File: config.mk
export PLATFORM = sky130hd
export DESIGN_NAME = spi_slave_sequencer
export DESIGN_NICKNAME = d
export VERILOG_FILES = /design/src/rtl/spi_seq_pkg.sv /design/src/rtl/spi_reg_access.sv /design/src/rtl/spi_slave_sequencer.sv
export SDC_FILE = /design/constraint.sdc
export NUM_CORES = 1
export LEC_CHECK = 0
export ABC_AREA = 1
export BUFFER_PORTS_ARGS = -buffer_cell sky130_fd_sc_hd__buf_4
export CORE_ASPECT_RATIO = 1.1
export CORE_MARGIN = 4
export CORE_UTILIZATION = 45
export DETAILED_ROUTE_END_ITERATION = 6
export PLACE_DENSITY = 0.76
export SLEW_MARGIN = 30
export SYNTH_ARGS = -nofsm -noshare
export SYNTH_HDL_FRONTEND = slang
export SYNTH_HIERARCHICAL = 1
export SYNTH_SLANG_ARGS = --single-unit
File: constraint.sdc
create_clock -name clk -period 1.8 [get_ports clk]
set_input_delay 0.36 -clock clk [delete_from_list [all_inputs] [get_ports clk]]
set_output_delay 0.36 -clock clk [all_outputs]
set_load 0.05 [all_outputs]
File: src/rtl/spi_seq_pkg.sv
// Shared types and register map for the SPI-slave register-port sequencer.
package spi_seq_pkg;

  typedef enum logic [2:0] {
    INIT_CTRL = 3'd0,
    INIT_STAT = 3'd1,
    IDLE      = 3'd2,
    RD_DATA   = 3'd3,
    RD_STAT   = 3'd4,
    CLR_STAT  = 3'd5,
    WR_DATA   = 3'd6
  } seq_state_e;

  typedef enum logic [1:0] {
    PH_IDLE = 2'd0,
    PH_A0   = 2'd1,
    PH_A1   = 2'd2,
    PH_GAP  = 2'd3
  } acc_phase_e;

  localparam logic [2:0] ADDR_RXDATA  = 3'd0;
  localparam logic [2:0] ADDR_TXDATA  = 3'd1;
  localparam logic [2:0] ADDR_STATUS  = 3'd2;
  localparam logic [2:0] ADDR_CONTROL = 3'd3;

  localparam int ROE_BIT = 3;
  localparam int TOE_BIT = 4;

endpackage

File: src/rtl/spi_reg_access.sv
// Three-cycle register access on the SPI slave port: A0, A1 with strobes held, then a
// strobe-free GAP. A new access may be launched during GAP so chained accesses stay 3 cycles.
module spi_reg_access
  import spi_seq_pkg::*;
#(
  parameter int DATA_W = 32
) (
  input  logic              clk,
  input  logic              reset_n,
  input  logic              start_i,
  input  logic              wr_i,
  input  logic [2:0]        addr_i,
  input  logic [DATA_W-1:0] wdata_i,
  input  logic [DATA_W-1:0] data_to_cpu_i,
  output logic              spi_select_o,
  output logic [2:0]        mem_addr_o,
  output logic              read_n_o,
  output logic              write_n_o,
  output logic [DATA_W-1:0] data_from_cpu_o,
  output logic              busy_o,
  output logic              done_o,
  output logic              rd_valid_o,
  output logic [DATA_W-1:0] rdata_o
);

  acc_phase_e        phase_q, phase_d;
  logic              sel_q, sel_d;
  logic              rd_n_q, rd_n_d;
  logic              wr_n_q, wr_n_d;
  logic [2:0]        addr_q, addr_d;
  logic [DATA_W-1:0] wdata_q, wdata_d;

  always_ff @(posedge clk or negedge reset_n) begin
    if (!reset_n) begin
      phase_q <= PH_IDLE;
      sel_q   <= 1'b0;
      rd_n_q  <= 1'b1;
      wr_n_q  <= 1'b1;
      addr_q  <= '0;
      wdata_q <= '0;
    end else begin
      phase_q <= phase_d;
      sel_q   <= sel_d;
      rd_n_q  <= rd_n_d;
      wr_n_q  <= wr_n_d;
      addr_q  <= addr_d;
      wdata_q <= wdata_d;
    end
  end

  always_comb begin
    phase_d = phase_q;
    sel_d   = sel_q;
    rd_n_d  = rd_n_q;
    wr_n_d  = wr_n_q;
    addr_d  = addr_q;
    wdata_d = wdata_q;
    case (phase_q)
      PH_IDLE, PH_GAP: begin
        phase_d = PH_IDLE;
        sel_d   = 1'b0;
        rd_n_d  = 1'b1;
        wr_n_d  = 1'b1;
        if (start_i) begin
          phase_d = PH_A0;
          sel_d   = 1'b1;
          rd_n_d  = wr_i;
          wr_n_d  = !wr_i;
          addr_d  = addr_i;
          if (wr_i) wdata_d = wdata_i;
        end
      end
      PH_A0:   phase_d = PH_A1;
      PH_A1: begin
        phase_d = PH_GAP;
        sel_d   = 1'b0;
        rd_n_d  = 1'b1;
        wr_n_d  = 1'b1;
      end
      default: phase_d = PH_IDLE;
    endcase
  end

  assign spi_select_o    = sel_q;
  assign mem_addr_o      = addr_q;
  assign read_n_o        = rd_n_q;
  assign write_n_o       = wr_n_q;
  assign data_from_cpu_o = wdata_q;
  assign busy_o          = (phase_q == PH_A0) || (phase_q == PH_A1);
  assign done_o          = (phase_q == PH_GAP);
  // Read data is taken straight off the bus at the end of A1.
  assign rd_valid_o      = (phase_q == PH_A1) && !rd_n_q;
  assign rdata_o         = data_to_cpu_i;

endmodule

File: src/rtl/spi_slave_sequencer.sv
// Hardware master for the SPI-slave register port: init, TX/RX stream transfer,
// status polling after each RX word with overrun counting and clearing.
module spi_slave_sequencer
  import spi_seq_pkg::*;
#(
  parameter int                DATA_W    = 32,
  parameter int                CNT_W     = 8,
  parameter bit                IDLE_FILL = 1'b0,
  parameter logic [DATA_W-1:0] IDLE_WORD = '0
) (
  input  logic              clk,
  input  logic              reset_n,
  input  logic [DATA_W-1:0] tx_data,
  input  logic              tx_valid,
  output logic              tx_ready,
  output logic [DATA_W-1:0] rx_data,
  output logic              rx_valid,
  input  logic              rx_ready,
  output logic              spi_select,
  output logic [2:0]        mem_addr,
  output logic              read_n,
  output logic              write_n,
  output logic [DATA_W-1:0] data_from_cpu,
  input  logic [DATA_W-1:0] data_to_cpu,
  input  logic              dataavailable,
  input  logic              readyfordata,
  output logic [CNT_W-1:0]  ovr_cnt,
  output logic              err_pulse
);

  seq_state_e        state_q, state_d;
  logic              acc_start, acc_wr;
  logic [2:0]        acc_addr;
  logic [DATA_W-1:0] acc_wdata;
  logic              acc_busy, acc_done, acc_rd_valid;
  logic [DATA_W-1:0] acc_rdata;
  logic              tx_take;

  logic              rx_valid_q;
  logic [DATA_W-1:0] rx_data_q;
  logic [CNT_W-1:0]  ovr_cnt_q;
  logic              err_pulse_q, err_pulse_d;

  spi_reg_access #(.DATA_W(DATA_W)) u_acc (
    .clk            (clk),
    .reset_n        (reset_n),
    .start_i        (acc_start),
    .wr_i           (acc_wr),
    .addr_i         (acc_addr),
    .wdata_i        (acc_wdata),
    .data_to_cpu_i  (data_to_cpu),
    .spi_select_o   (spi_select),
    .mem_addr_o     (mem_addr),
    .read_n_o       (read_n),
    .write_n_o      (write_n),
    .data_from_cpu_o(data_from_cpu),
    .busy_o         (acc_busy),
    .done_o         (acc_done),
    .rd_valid_o     (acc_rd_valid),
    .rdata_o        (acc_rdata)
  );

  always_ff @(posedge clk or negedge reset_n) begin
    if (!reset_n) state_q <= INIT_CTRL;
    else          state_q <= state_d;
  end

  always_comb begin
    state_d = state_q;
    case (state_q)
      INIT_CTRL: if (acc_done) state_d = INIT_STAT;
      INIT_STAT: if (acc_done) state_d = IDLE;
      IDLE: begin
        // rx_valid_q is the pre-handshake value, so a same-cycle pop delays the next read.
        if (dataavailable && !rx_valid_q)      state_d = RD_DATA;
        else if (readyfordata && tx_valid)     state_d = WR_DATA;
        else if (IDLE_FILL && readyfordata)    state_d = WR_DATA;
      end
      RD_DATA:   if (acc_done) state_d = RD_STAT;
      RD_STAT:   if (acc_done) state_d = err_pulse_q ? CLR_STAT : IDLE;
      CLR_STAT:  if (acc_done) state_d = IDLE;
      WR_DATA:   if (acc_done) state_d = IDLE;
      default:   state_d = INIT_CTRL;
    endcase
  end

  // An access launches on entry to an access state, or in the very first
  // INIT_CTRL cycle after reset when nothing is in flight yet.
  always_comb begin
    tx_take   = (state_q == IDLE) && (state_d == WR_DATA) && tx_valid && readyfordata;
    tx_ready  = tx_take;
    acc_start = (state_d != IDLE) && !acc_busy && ((state_d != state_q) || !acc_done);
    acc_wr    = 1'b1;
    acc_addr  = ADDR_CONTROL;
    acc_wdata = '0;
    case (state_d)
      INIT_STAT, CLR_STAT: acc_addr = ADDR_STATUS;
      RD_DATA: begin
        acc_wr   = 1'b0;
        acc_addr = ADDR_RXDATA;
      end
      RD_STAT: begin
        acc_wr   = 1'b0;
        acc_addr = ADDR_STATUS;
      end
      WR_DATA: begin
        acc_addr  = ADDR_TXDATA;
        acc_wdata = tx_take ? tx_data : IDLE_WORD;
      end
      default: acc_addr = ADDR_CONTROL;
    endcase
  end

  assign err_pulse_d = (state_q == RD_STAT) && acc_rd_valid &&
                       (acc_rdata[ROE_BIT] || acc_rdata[TOE_BIT]);

  always_ff @(posedge clk or negedge reset_n) begin
    if (!reset_n) begin
      rx_valid_q  <= 1'b0;
      rx_data_q   <= '0;
      ovr_cnt_q   <= '0;
      err_pulse_q <= 1'b0;
    end else begin
      err_pulse_q <= err_pulse_d;
      if (err_pulse_d && (ovr_cnt_q != {CNT_W{1'b1}})) ovr_cnt_q <= ovr_cnt_q + 1'b1;
      if ((state_q == RD_DATA) && acc_rd_valid) begin
        rx_valid_q <= 1'b1;
        rx_data_q  <= acc_rdata;
      end else if (rx_valid_q && rx_ready) begin
        rx_valid_q <= 1'b0;
      end
    end
  end

  assign rx_valid  = rx_valid_q;
  assign rx_data   = rx_data_q;
  assign ovr_cnt   = ovr_cnt_q;
  assign err_pulse = err_pulse_q;

endmodule

Word level (Yosys, flattened, before mapping):

Index checks and enable logic that the tools add are counted.

* register bits: 85
* bits of input ports: 70
* output and inout bits: 81

* add/sub/neg operators: 1
* eq/ne operators: 17
* muxes and demuxes: 22
* bitwise logic cells: 1
* reduce and logical (&&, ||, !) cells: 30

Operators by type and width (number)
* $mux 32: 2
* $mux 3: 7
* $eq 3x3->1 const B: 6
* $pmux 3 s5: 1
* $logic_and 1x1->1: 13
* $pmux 2 s3: 2
* $eq 3x2->1 const B: 3
* $add 8x1->8 const B: 1
* $ne 8x8->1 const B: 1
* $mux 1: 7
* $eq 3x1->1 const B: 2
* $pmux 1 s2: 3
* $reduce_or 3->1: 2
* $eq 2x2->1 const B: 2
* $logic_not 1->1: 4
* $reduce_bool 2->1: 2
* $reduce_or 2->1: 2
* $logic_not 3->1: 1
* $logic_or 1x1->1: 3
* $ne 3x2->1 const B: 1
* $ne 3x3->1: 1
* $reduce_and 3->1: 1
* $eq 2x1->1 const B: 1
* $logic_not 2->1: 1
* 2 further kinds: 2

Depth between registers and ports, before layout:

Gate-level depths: netlist of run 1.

* depth in word-level cells: 10
* gate-level depth with buffers: 17

Modules after synthesis:

Netlist of run 1, hierarchy kept.

By module, submodules not included
* spi_slave_sequencer: instances 1, cells each 262, area each 2454.9 sq um, seq. area each 1126.1 sq um
* spi_reg_access: instances 1, cells each 209, area each 1820.5 sq um, seq. area each 1003.5 sq um

Worst setup path before layout of run 1:

No wires, ideal clock.

* path kind: reg2reg
* start point: register rx_valid_q (netlist: rx_valid)
* end point: register u_acc.wdata_q[0] (netlist: u_acc/data_from_cpu_o[0])
* data arrival time: 2.230 ns
* data required time: 1.682 ns
* slack: -0.548 ns
* stages on the path, launching flop included: 14
* path buffers: 2
* period minus slack after synthesis: 2.348 ns
* path through: dfrtp_1 -> inv_1 -> nand2_1 -> nand2_1 -> nor2_2 -> nor2_1 -> nand3_1 -> nand2_1 -> inv_1 -> buf_2 -> nand3_1 -> buf_2 -> nand2_1 -> nand2_1

* cells in the longest elaborated chain, start to end: 10
* elaborated cells between the ends (all ways): 20

Ends and longest elaborated chain
* start: declaration: RTL line spi_slave_sequencer.sv:39 `logic rx_valid_q;`
* start signal: assignment: RTL line spi_slave_sequencer.sv:119 `rx_valid_q <= 1'b0;`
* start signal: assignment: RTL line spi_slave_sequencer.sv:127 `rx_valid_q <= 1'b1;`
* start signal: assignment: RTL line spi_slave_sequencer.sv:130 `rx_valid_q <= 1'b0;`
* $logic_not 1->1: RTL line spi_slave_sequencer.sv:75 `if (dataavailable && !rx_valid_q) state_d = RD_DATA;`
* $logic_and 1x1->1: RTL line spi_slave_sequencer.sv:75
* $mux 3: RTL line spi_slave_sequencer.sv:75
* $pmux 3 s5: RTL line spi_slave_sequencer.sv:70 `case (state_q)`
* $eq 3x3->1: RTL line spi_slave_sequencer.sv:90 `tx_take = (state_q == IDLE) && (state_d == WR_DATA) && tx_valid && readyfordata;`
* $logic_and 1x1->1 (3 in series): RTL line spi_slave_sequencer.sv:90
* net tx_ready: RTL line spi_slave_sequencer.sv:15 `output logic tx_ready,`
* $mux 32: RTL line spi_slave_sequencer.sv:108 `acc_wdata = tx_take ? tx_data : IDLE_WORD;`
* $mux 32: RTL line spi_slave_sequencer.sv:96 `case (state_d)`
* end signal: assignment: RTL line spi_reg_access.sv:47 `wdata_q <= wdata_d;`
* end: declaration: RTL line spi_reg_access.sv:31 `logic [DATA_W-1:0] wdata_q, wdata_d;`

The timed path passes the listed nets, and every way through them passes these cells.
A chain may end at the register's enable or synchronous reset.

Final worst setup path of run 1:

* start point: register u_acc.phase_q[0]
* end point: register u_acc.wdata_q[21] (netlist: u_acc/data_from_cpu_o[21])

* cells in the longest elaborated chain, start to end: 9
* elaborated cells between the ends (all ways): 29

Ends and longest elaborated chain
* start: declaration: RTL line spi_reg_access.sv:26 `acc_phase_e phase_q, phase_d;`
* start signal: assignment: RTL line spi_reg_access.sv:42 `phase_q <= phase_d;`
* $eq 2x2->1 (*): RTL line spi_reg_access.sv:90 `assign done_o = (phase_q == PH_GAP);`
* net acc_done: RTL line spi_slave_sequencer.sv:35 `logic acc_busy, acc_done, acc_rd_valid;`
* $mux 3, on equally long branches
* $pmux 3 s5: RTL line spi_slave_sequencer.sv:70
* $eq 3x3->1: RTL line spi_slave_sequencer.sv:90, spi_slave_sequencer.sv:96
* $logic_and 1x1->1 (3 in series): RTL line spi_slave_sequencer.sv:90
* $mux 32: RTL line spi_slave_sequencer.sv:108
* $mux 32: RTL line spi_slave_sequencer.sv:96

Mark *: on every way through the listed nets, which the timed path passes. The rest lies on a longest branch.

==> results of run 1 <==
[flip-flops by register name, indices dropped and copies added, names as in the netlist]
register,cells
u_acc/read_n_o,1
err_pulse,1
rx_data,32
u_acc/data_from_cpu_o,32
u_acc/mem_addr_o,3
u_acc/phase_q,2
u_acc/write_n_o,1
state_q,3
rx_valid,1
u_acc/spi_select_o,1
ovr_cnt,8
[final cells by class]
cell class                      count  area, um^2
Inverter                           57         225
Timing Repair Buffer              202        1680
Fill cell                         714        2930
Clock buffer                       10         138
Multi-Input combinational cell    283        1940
Tap cell                          117         146
Clock inverter                      6         110
Sequential cell                    85        2130
[logic make-up (layout without fill, tap and decap cells)]
family | count (synthesis) | in the layout | share of synthesized area [%]
XOR/XNOR | 7 | 7 | 1.43
buffers and inverters | 105 | 275 | 13.5
flip-flops | 85 | 85 | 49.8
multiplexers | 30 | 30 | 10.1
AO/OA/AOI/OAI | 8 | 8 | 1.20
other | 1 | 1 | 0.0877
AND/OR/NAND/NOR | 231 | 233 | 22.7
adder cells (fa/ha/maj) | 4 | 4 | 1.17
[repair_timing]
action	CTS	global route
setup buffers	12	7
cloned	3	3
hold buffers	1	0
endpoints found under the hold margin	24	0
resized for setup	41	76
pin swaps	26	29
endpoints found under the setup margin	51	64
[layout by cell type, fill, tap and decap left out, types with 3 or more instances in the layout]
cell type                   synthesis  layout
sky130_fd_sc_hd__buf_4             35     186
sky130_fd_sc_hd__nand2_1          158     106
sky130_fd_sc_hd__dfrtp_1           83      80
sky130_fd_sc_hd__inv_1             53      45
sky130_fd_sc_hd__nand2_2            2      38
sky130_fd_sc_hd__nor2_1            37      32
sky130_fd_sc_hd__mux2_4            25      25
sky130_fd_sc_hd__nand2_4            2      19
sky130_fd_sc_hd__clkbuf_8           0      10
sky130_fd_sc_hd__nor2_4             2       9
sky130_fd_sc_hd__nand3_2            1       9
sky130_fd_sc_hd__inv_2              1       8
sky130_fd_sc_hd__nand3_1           19       8
sky130_fd_sc_hd__xor2_1             5       5
sky130_fd_sc_hd__mux2_2             5       5
sky130_fd_sc_hd__buf_12             0       5
sky130_fd_sc_hd__buf_6              5       5
sky130_fd_sc_hd__nand3_4            0       3
sky130_fd_sc_hd__nand4_1            3       3
sky130_fd_sc_hd__nor3_1             3       3
sky130_fd_sc_hd__bufinv_16          0       3
sky130_fd_sc_hd__dfrtp_2            0       3
[critical path: stages (launching register included)]
cell                        delay (ps)
sky130_fd_sc_hd__dfrtp_1           420
sky130_fd_sc_hd__ha_4              220
sky130_fd_sc_hd__nand2_4            80
sky130_fd_sc_hd__o21ai_2            50
sky130_fd_sc_hd__nand2_1            80
sky130_fd_sc_hd__nand2_2            70
sky130_fd_sc_hd__nor2_4            160
sky130_fd_sc_hd__nand2_2           120
sky130_fd_sc_hd__nand3_4            90
sky130_fd_sc_hd__buf_6             110
sky130_fd_sc_hd__nand3_4           150
sky130_fd_sc_hd__clkbuf_16         230
sky130_fd_sc_hd__nand2_1            60
sky130_fd_sc_hd__nand2_1            70
[through the flow]
step / hold WS [ps] / utilization, % / TNS (ps)
6_report: 169 / 68.5 / -6750
5_1_grt: 165 / 68.5 / -13820
4_1_cts: 174 / 64.6 / -2090
2_1_floorplan: 64.4 / - / -5310
3_3_place_gp: 306 / 58.8 / -11270
3_5_place_dp: 306 / 58.8 / -15520
[metal layers]
layer	up-vias	share of wire, %	global-route usage (%)
met3	15	6.8	4.34
met1	1725	40	22.2
met5	-	0	0
met4	0	1.3	7.03
met2	128	52	31.0
li1	1728	-	-
[final timing paths]
kind	depth (start not counted)	slack [ps]	from	end
setup / recovery	13	-210	u_acc/phase_q[0]	u_acc/data_from_cpu_o[21]
hold / removal	2	170	rx_ready	rx_valid
setup reg to reg	13	-210	u_acc/phase_q[0]	u_acc/data_from_cpu_o[21]
hold reg to reg	2	470	u_acc/write_n_o	u_acc/write_n_o
max in group asynchronous	3	750	reset_n	state_q[1]
min in group asynchronous	2	460	reset_n	u_acc/data_from_cpu_o[19]
==> metrics.log, run 1 <==
INFO  metric clk_pin_slew_worst_paths = 90 ps
INFO  metric grt_max_degree = 33
INFO  metric clock_latency_on_the_worst_skew_pair = 350 ps
INFO  metric dpl-instance-area = 5480 um^2
INFO  metric synth-async-reset-ratio = 100%
INFO  metric initial_utilization = 45.9%
INFO  metric final-hold-violation-count = 0
INFO  metric summed_instance_area_of_the_synthesized_netlist = 4280 um^2
INFO  metric synth_warnings = 6
INFO  metric synth_enable_flop_cells = 0
INFO  metric avgRoutedWirePerCell = 14.7 um
INFO  metric finalClockSkew = 15.0 ps
INFO  metric grt_util_all_layers = 18.1%
INFO  metric fin_nets = 712
INFO  metric tritoncts = yes
INFO  metric final_max_slew_violation_count = 0
INFO  metric viasPerCell = 4.73
INFO  metric synth.top_cells.by_count = sky130_fd_sc_hd__nand2_1, sky130_fd_sc_hd__dfrtp_1, sky130_fd_sc_hd__inv_1
INFO  metric number_of_buffer_cells_added_on_primary_ports = 150
INFO  metric grt-ovfl-total = 0
INFO  metric run_status = complete, but fails checks
INFO  metric worstHoldPathType = input port to flop
INFO  metric synth_cell_type_count = 32
INFO  metric crit_path_end_kind = flop
INFO  metric drt_pass1_iterations = 4
INFO  metric postSynthNetCount = 545
INFO  metric number_of_maximum_capacitance_violations = 0
INFO  metric post-route-period-util = 111%
INFO  metric layout-area-overhead-vs-synth = 49.2%
INFO  metric netlist_instances = 471
INFO  metric antenna_left = 0
INFO  metric synth.ff_latch_count = 85
INFO  metric dp_cells = 718
INFO  metric clock.fmax = 499 MHz
INFO  metric cts_max_path_buffers = 2
INFO  metric antenna_diode_count = 0
INFO  metric netlist.area_leader.share = 48.6%
INFO  metric placement.setup.worst_slack = -525 ps
INFO  metric finalSetupViolCount = 65
INFO  metric tritoncts.num_buffers = 9
INFO  metric grt_first_pass_wirelength = 16,100 um
INFO  metric rsz0062_at_grt = true
INFO  metric chipHeight = 110 um
INFO  metric dp.final_hpwl = 6980 um
INFO  metric post_synth.cell_area_avg = 9.08 um^2
INFO  metric timing.critical_path.arrival = 2250 ps
INFO  metric post_layout_nonfiller_instances = 760
INFO  metric timing.critical_path.from_type = flop
INFO  metric class_of_the_most_critical_setup_path = flop to flop
INFO  metric clock_tree.htree_level_count = 3
INFO  metric core = 9310 um^2
INFO  metric floorplan.die.width = 101 um
INFO  metric crit_path_max_fanout = 8
INFO  metric finalWirelength = 11,200 um
INFO  metric postSynth.topFlopCell = sky130_fd_sc_hd__dfrtp_1
INFO  metric floorplan.die_area = 11,100 um^2
INFO  metric yosysMostFrequentCell = sky130_fd_sc_hd__nand2_1
INFO  metric yosys.area.top_type = sky130_fd_sc_hd__dfrtp_1
INFO  metric ys_seq_area_share = 49.8%
INFO  metric vias = 3,596
INFO  metric place_congestion = 0.817
INFO  metric cts.sinks = 85
INFO  metric drt_first_iter_violations = 134
INFO  metric fin_area = 6380 um^2
INFO  metric violations_in_the_final_reports = setup timing
INFO  metric finalWorstPathRequiredPeriod = 2010 ps
INFO  metric final.setup.worst_slack = -206 ps
INFO  metric first_global_vias = 3,574
INFO  metric clock_tree.root_cell = sky130_fd_sc_hd__clkbuf_8
INFO  metric grt_antenna_before_repair = 0
INFO  metric yosys-top-cells-area = sky130_fd_sc_hd__dfrtp_1, sky130_fd_sc_hd__nand2_1, sky130_fd_sc_hd__mux2_4
INFO  metric proportion_of_layout_cells_with_a_drive_suffix_above_1 = 54.3%
INFO  metric placementRows = 37
INFO  metric ios = 151
INFO  metric worst_ep_required_time = 2050 ps
INFO  metric remaining_routing_drc_violations = 0
Power of run 1 is not shown: default switching activity piles up to over one toggle a cycle in this logic, so the estimate is an artifact.
==> run 2: changes to the inputs <==
- CORE_UTILIZATION: 45 -> 44
- GPL_ROUTABILITY_DRIVEN: default -> 1
- PLACE_DENSITY: 0.76 -> 0.77
- SYNTH_HIERARCHICAL: 1 -> default
==> metrics.log, run 2 <==
INFO  metric worst_hold_path_startpoint = rx_ready
INFO  metric grt_antenna_before_repair = 0
INFO  metric layout_common_cells = sky130_fd_sc_hd__buf_4, sky130_fd_sc_hd__nand2_1, sky130_fd_sc_hd__dfrtp_1
INFO  metric number_of_maximum_capacitance_violations = 0
INFO  metric remaining_routing_drc_violations = 0
INFO  metric dp.final_hpwl = 6960 um
INFO  metric seq_area = 2110 um^2
INFO  metric cts_max_path_buffers = 2
INFO  metric min_delay_worst_endpoint = rx_valid
INFO  metric post_synth.cell_area_avg = 10.0 um^2
INFO  metric clk_pin_slew_worst_paths = 90 ps
INFO  metric rsz0062_at_grt = true
INFO  metric first_global_vias = 3,348
INFO  metric drt_pass1_iterations = 4
INFO  metric fin_nets = 623
INFO  metric final_core_utilization = 68.9%
INFO  metric grt_util_all_layers = 20.7%
INFO  metric layout-area-overhead-vs-synth = 53.6%
INFO  metric synth_warnings = 0
INFO  metric yosys-top-cells-area = sky130_fd_sc_hd__dfrtp_1, sky130_fd_sc_hd__nand2_1, sky130_fd_sc_hd__mux2_2
INFO  metric power_leakage = 2.95 nW
INFO  metric power_density = 2180 nW/um^2
INFO  metric grt_first_pass_wirelength = 16,200 um
INFO  metric multi_input_comb_area = 1640 um^2
INFO  metric crit_path_max_fanout = 20
INFO  metric viasPerCell = 4.95
INFO  metric postSynthNetCount = 449
INFO  metric final-hold-violation-count = 0
INFO  metric tritoncts = yes
INFO  metric drt_first_iter_violations = 129
INFO  metric crit_path_end_kind = flop
INFO  metric timing.critical_path.from_type = flop
INFO  metric finalWorstPathRequiredPeriod = 1800 ps
INFO  metric post-route-period-util = 99.9%
INFO  metric initial_utilization = 44.9%
INFO  metric timing.critical_path.arrival = 2080 ps
INFO  metric placementRows = 35
INFO  metric grt-ovfl-total = 0
INFO  metric netlist_instances = 375
INFO  metric timing.reg2reg.worst_path_depth = 12
INFO  metric tns = 0 ps
INFO  metric clock_tree.htree_level_count = 3
INFO  metric synth_cell_type_count = 29
INFO  metric postSynth.topFlopCell = sky130_fd_sc_hd__dfrtp_1
INFO  metric avgRoutedWirePerCell = 16.1 um
INFO  metric netlist.area_leader.share = 54.7%
INFO  metric antenna_diode_count = 0
INFO  metric rrSetupSlack = 3 ps
INFO  metric antenna_left = 0
INFO  metric regToRegStartpoint = u_acc.phase_q[0]
INFO  metric worst_ep_required_time = 2090 ps
INFO  metric clock_tree.root_cell = sky130_fd_sc_hd__clkbuf_8
INFO  metric worstHoldPathType = input port to flop
INFO  metric synth_enable_flop_cells = 0
INFO  metric yosys.area.top_type = sky130_fd_sc_hd__dfrtp_1
INFO  metric final.setup.worst_slack = 2.52 ps
INFO  metric vdd_ir_drop_max = 1.35 mV
INFO  metric ys_seq_area_share = 56.1%
INFO  metric run_status = finished clean
INFO  metric finalSetupViolCount = 0
INFO  metric chipHeight = 105 um
INFO  metric class_of_the_most_critical_setup_path = flop to flop
INFO  metric proportion_of_layout_cells_with_a_drive_suffix_above_1 = 50.7%
INFO  metric synth.ff_latch_count = 84
INFO  metric floorplan.die.width = 96.1 um
INFO  metric vias = 3,291
INFO  metric core = 8360 um^2
INFO  metric final_max_slew_violation_count = 0
INFO  metric synth.top_cells.by_count = sky130_fd_sc_hd__nand2_1, sky130_fd_sc_hd__dfrtp_1, sky130_fd_sc_hd__mux2_2
INFO  metric number_of_buffer_cells_added_on_primary_ports = 149
INFO  metric clock.fmax = 556 MHz
INFO  metric fill_cells = 648
INFO  metric floorplan.die_area = 10,100 um^2
INFO  metric commonest_non_fill_non_tap_cell_in_the_layout = sky130_fd_sc_hd__buf_4
INFO  metric finalClockSkew = 16.0 ps
INFO  metric grt_max_degree = 41
INFO  metric placement.setup.worst_slack = -75.0 ps
INFO  metric timing.rr.end = u_acc.data_from_cpu_o[7]
INFO  metric place_congestion = 0.816
INFO  metric holdPathStages = 2
INFO  metric clock_latency_on_the_worst_skew_pair = 350 ps
INFO  metric yosysMostFrequentCell = sky130_fd_sc_hd__nand2_1
INFO  metric synth-async-reset-ratio = 100%
INFO  metric summed_instance_area_of_the_synthesized_netlist = 3750 um^2
INFO  metric finalWirelength = 10,700 um
INFO  metric ios = 151
INFO  metric tritoncts.num_buffers = 9
INFO  metric cts.sinks = 84
[run 2: kinds of logic (layout without fill, tap and decap cells)]
group                    count (synthesis)  after routing  share of synthesized area, %
AND/OR/NAND/NOR                        203            203                          25.6
flip-flops                              84             84                          56.1
buffers and inverters                   35            214                          4.20
multiplexers                            33             33                          9.90
AO/OA/AOI/OAI                            8              8                          1.13
XOR/XNOR                                 7              7                          1.63
adder cells (fa/ha/maj)                  4              4                          1.33
other                                    1              1                        0.0999
[run 2: report_power, final]
group	internal (mW)	leakage (nW)	switching [mW]
sequential	2.62	1.06	0.467
combinational	2.77	1.77	5.04
clock	0.969	0.124	0.676
total	6.36	2.95	6.19
[run 2: final cells by class]
class	count	share of cell area [%]
clock buffers	11	2.45
multi-input cells	256	28.5
well taps	111	2.41
flip-flops and latches	84	36.7
clock inverters	5	1.87
repair buffers	179	26.8
inverters	19	1.32
[run 2: per-layer routing]
layer | global-route usage, % | wire length, um | vias up | share of wire (%)
met5 | 0 | 0 | - | 0
met4 | 9.35 | 361 | 0 | 3.4
met3 | 3.74 | 481 | 30 | 4.5
met1 | 24.1 | 4110 | 1618 | 38
li1 | - | - | 1541 | -
met2 | 36.0 | 5760 | 102 | 54
[run 2: repair_timing]
item | 4_1_cts | 5_1_grt
setup buffers | 4 | 5
setup endpoints to repair | 36 | 77
hold buffers | 1 | 0
pin swaps | 5 | 3
gates cloned | 2 | 4
resized for setup | 20 | 32
hold endpoints to repair | 29 | 0
[run 2: per-stage QoR]
stage,std cells,hold WS (ps),power [mW],instance area (um^2)
after detailed placement,633,336,9.86,5120
after floorplan,375,64.4,7.54,3760
after CTS,656,171,12.0,5530
final,665,188,12.5,5760
after global placement,633,328,9.72,5120
after global routing,665,176,13.2,5760
[run 2: worst max-delay path, cell delays in order (launching register included)]
cell and delay (ps):
sky130_fd_sc_hd__dfrtp_1 420, sky130_fd_sc_hd__ha_4 210, sky130_fd_sc_hd__inv_4 70, sky130_fd_sc_hd__nand2_2 80, sky130_fd_sc_hd__nand3_2 90, sky130_fd_sc_hd__nand3_2 130, sky130_fd_sc_hd__nand3_4 100, sky130_fd_sc_hd__nor2_4 40
sky130_fd_sc_hd__nor2_4 130, sky130_fd_sc_hd__buf_6 140, sky130_fd_sc_hd__buf_12 150, sky130_fd_sc_hd__nand3b_1 80, sky130_fd_sc_hd__nand2_1 100
[run 2: worst max-delay path by stage]
stage                                           end  cells past startpoint  slack, ps        startpoint
final                      u_acc.data_from_cpu_o[7]                     12          3  u_acc.phase_q[0]
after CTS                                ovr_cnt[3]                      9        0.2  u_acc.phase_q[1]
after detailed placement  u_acc.data_from_cpu_o[21]                     12        -80  u_acc.phase_q[0]
after global placement    u_acc.data_from_cpu_o[21]                     12         20  u_acc.phase_q[0]
after floorplan                          ovr_cnt[1]                      5          8        ovr_cnt[4]
after global routing       u_acc.data_from_cpu_o[2]                     13       -100  u_acc.phase_q[0]
No activity file was read; power rests on OpenSTA's default activity.
==> run 3: changes to the inputs <==
--- a/config.mk
+++ b/config.mk
@@ -11,6 +11,6 @@
 export CORE_MARGIN = 4
-export CORE_UTILIZATION = 44
+export CORE_UTILIZATION = 45
 export DETAILED_ROUTE_END_ITERATION = 6
 export GPL_ROUTABILITY_DRIVEN = 1
-export PLACE_DENSITY = 0.77
+export PLACE_DENSITY = 0.76
 export SLEW_MARGIN = 30
@@ -18,2 +18,3 @@
 export SYNTH_HDL_FRONTEND = slang
+export SYNTH_HIERARCHICAL = 1
 export SYNTH_SLANG_ARGS = --single-unit
==> constraint.sdc (replaced) <==
create_clock -name clk -period 1.8 [get_ports clk]
set_input_delay 0.18 -clock clk [delete_from_list [all_inputs] [get_ports clk]]
set_output_delay 0.18 -clock clk [all_outputs]
set_load 0.05 [all_outputs]
==> metrics.log, run 3 (synthesized netlist as in run 1, its figures left out) <==
INFO  metric slowest_stage = sky130_fd_sc_hd__dfrtp_1
INFO  metric grt-ovfl-total = 0
INFO  metric fin_area = 6350 um^2
INFO  metric floorplan.die.width = 101 um
INFO  metric cp_num_buf_inv = 4
INFO  metric tightest_slew = 553 ps
INFO  metric number_of_maximum_capacitance_violations = 0
INFO  metric max_slew_margin = 63.2%
INFO  metric commonest_non_fill_non_tap_cell_in_the_layout = sky130_fd_sc_hd__buf_4
INFO  metric wl_met1 = 4330 um
INFO  metric dpl-instance-area = 5470 um^2
INFO  metric crit_path_end_kind = flop
INFO  metric vias = 3,663
INFO  metric final-hold-violation-count = 0
INFO  metric post-route-period-util = 113%
INFO  metric finalClockSkew = 12.9 ps
INFO  metric antenna_left = 0
INFO  metric worst_hold_path_startpoint = data_to_cpu[29]
INFO  metric viasPerCell = 4.80
INFO  metric wl_met2 = 6060 um
INFO  metric tritoncts.num_buffers = 9
INFO  metric proportion_of_layout_cells_with_a_drive_suffix_above_1 = 49.8%
INFO  metric place_congestion = 0.826
INFO  metric dp.final_hpwl = 7050 um
INFO  metric ios = 151
INFO  metric antenna_diode_count = 0
INFO  metric initial_utilization = 45.9%
INFO  metric floorplan.die_area = 11,100 um^2
INFO  metric final.setup.worst_slack = -228 ps
INFO  metric top_signal_layer_used = met4
INFO  metric path_common_cell = sky130_fd_sc_hd__nand2_2
INFO  metric grt_antenna_before_repair = 0
INFO  metric rsz0062_at_grt = true
INFO  metric clock.fmax = 493 MHz
INFO  metric clock_tree.htree_level_count = 3
INFO  metric max_stage_delay = 420 ps
INFO  metric cts_max_path_buffers = 2
INFO  metric timing.critical_path.arrival = 2310 ps
INFO  metric tns = -6370 ps
INFO  metric avgRoutedWirePerCell = 15.0 um
INFO  metric fill_cells = 698
INFO  metric worstHoldPathType = input port to flop
INFO  metric grt_util_all_layers = 19.7%
INFO  metric core = 9310 um^2
INFO  metric final_core_utilization = 68.2%
INFO  metric grt_first_pass_wirelength = 17,300 um
INFO  metric drt_first_iter_violations = 169
INFO  metric worstSetupStartpoint = u_acc/phase_q[0]
INFO  metric clk_pin_slew_worst_paths = 90 ps
INFO  metric crit_path_max_fanout = 8
INFO  metric met3RoutedLength = 977 um
INFO  metric chipHeight = 110 um
INFO  metric cpLargestDelayFamily = simple AND/OR/NAND/NOR gates
INFO  metric finalWorstPathRequiredPeriod = 2030 ps
INFO  metric final_max_slew_violation_count = 0
INFO  metric placementRows = 37
INFO  metric number_of_buffer_cells_added_on_primary_ports = 150
INFO  metric run_status = complete, but fails checks
INFO  metric grt_max_degree = 43
INFO  metric timing.critical_path.from_type = flop
INFO  metric worst_ep_required_time = 2080 ps
INFO  metric first_global_vias = 3,674
INFO  metric finalSetupViolCount = 39
INFO  metric layout_common_cells = sky130_fd_sc_hd__buf_4, sky130_fd_sc_hd__nand2_1, sky130_fd_sc_hd__dfrtp_1
INFO  metric layout-area-overhead-vs-synth = 48.5%
INFO  metric class_of_the_most_critical_setup_path = flop to flop
INFO  metric remaining_routing_drc_violations = 0
INFO  metric fin_nets = 715
INFO  metric clock_latency_on_the_worst_skew_pair = 350 ps
INFO  metric regToRegStartpoint = u_acc/phase_q[0]
INFO  metric cts.sinks = 85
INFO  metric violations_in_the_final_reports = setup timing
INFO  metric drt_pass1_iterations = 4
INFO  metric seq_area = 2130 um^2
INFO  metric multi_input_comb_area = 1800 um^2
INFO  metric finalWirelength = 11,500 um
INFO  metric worstPathCellList = ha_4, nand2_2, o21ai_1, nand2_1, nand2_2, nor2_4, inv_2, nand2_4, nand3_4, buf_6, nand3_4, buf_12, buf_16, nand2_2, nand2_1
INFO  metric tritoncts = yes
INFO  metric clock_tree.root_cell = sky130_fd_sc_hd__clkbuf_8
## run 3: cell count changes in the layout (fill, tap and decap cells not counted), moves of 21 or more
cell / change
sky130_fd_sc_hd__inv_1: +35
sky130_fd_sc_hd__mux2_2: -28
sky130_fd_sc_hd__mux2_4: +25
sky130_fd_sc_hd__nand2_2: +21
sky130_fd_sc_hd__nand3b_1: -32
sky130_fd_sc_hd__nor2_1: +22
## run 3: what timing repair did
item | in CTS | in global routing
resized for setup | 34 | 54
pin swaps | 17 | 24
hold buffers | 2 | 0
cloned | 5 | 1
endpoints found under the setup margin | 52 | 41
endpoints found under the hold margin | 39 | 0
setup buffers | 14 | 13
## run 3: worst register-to-register path, delay by kind of cell (launching register included)
| family | cells | cell delay [ps] |
|---|---|---|
| compound gates | 1 | 80 |
| fa+ha+maj | 1 | 210 |
| buf+inv | 4 | 450 |
| flops | 1 | 420 |
| simple gates | 9 | 800 |
## run 3: stage by stage
step	worst slack, ps	hold WS [ps]	std cells
after floorplan	-173	-116	471
final	-228	51.4	763
after global routing	-317	38.8	763
after detailed placement	-514	201	717
after global placement	-366	193	717
after CTS	-79.7	34.8	753
## run 3: final timing paths
kind	cells after the start	to	slack, ps
worst max register to register	15	u_acc/data_from_cpu_o[13]	-230
min in group asynchronous	2	u_acc/data_from_cpu_o[19]	350
max in group asynchronous	3	state_q[1]	780
worst min-delay path	2	rx_data[29]	50
worst max-delay path	15	u_acc/data_from_cpu_o[13]	-230
worst min register to register	2	u_acc/spi_select_o	480
## run 3: metal layers
layer  up-vias  global-route usage [%]
met1      1745                    23.7
met2       159                    34.5
met3        21                    5.16
li1       1738                       -
met4         0                    6.46
met5         -                       0
## run 3: area by class of cell
type	count	share of cell area [%]
Clock buffer	11	2.07
Clock inverter	5	1.97
Inverter	57	3.67
Multi-Input combinational cell	282	28.4
Sequential cell	85	33.6
Tap cell	117	2.31
Timing Repair Buffer	206	28.0
Power of run 3 is left out for the same reason.
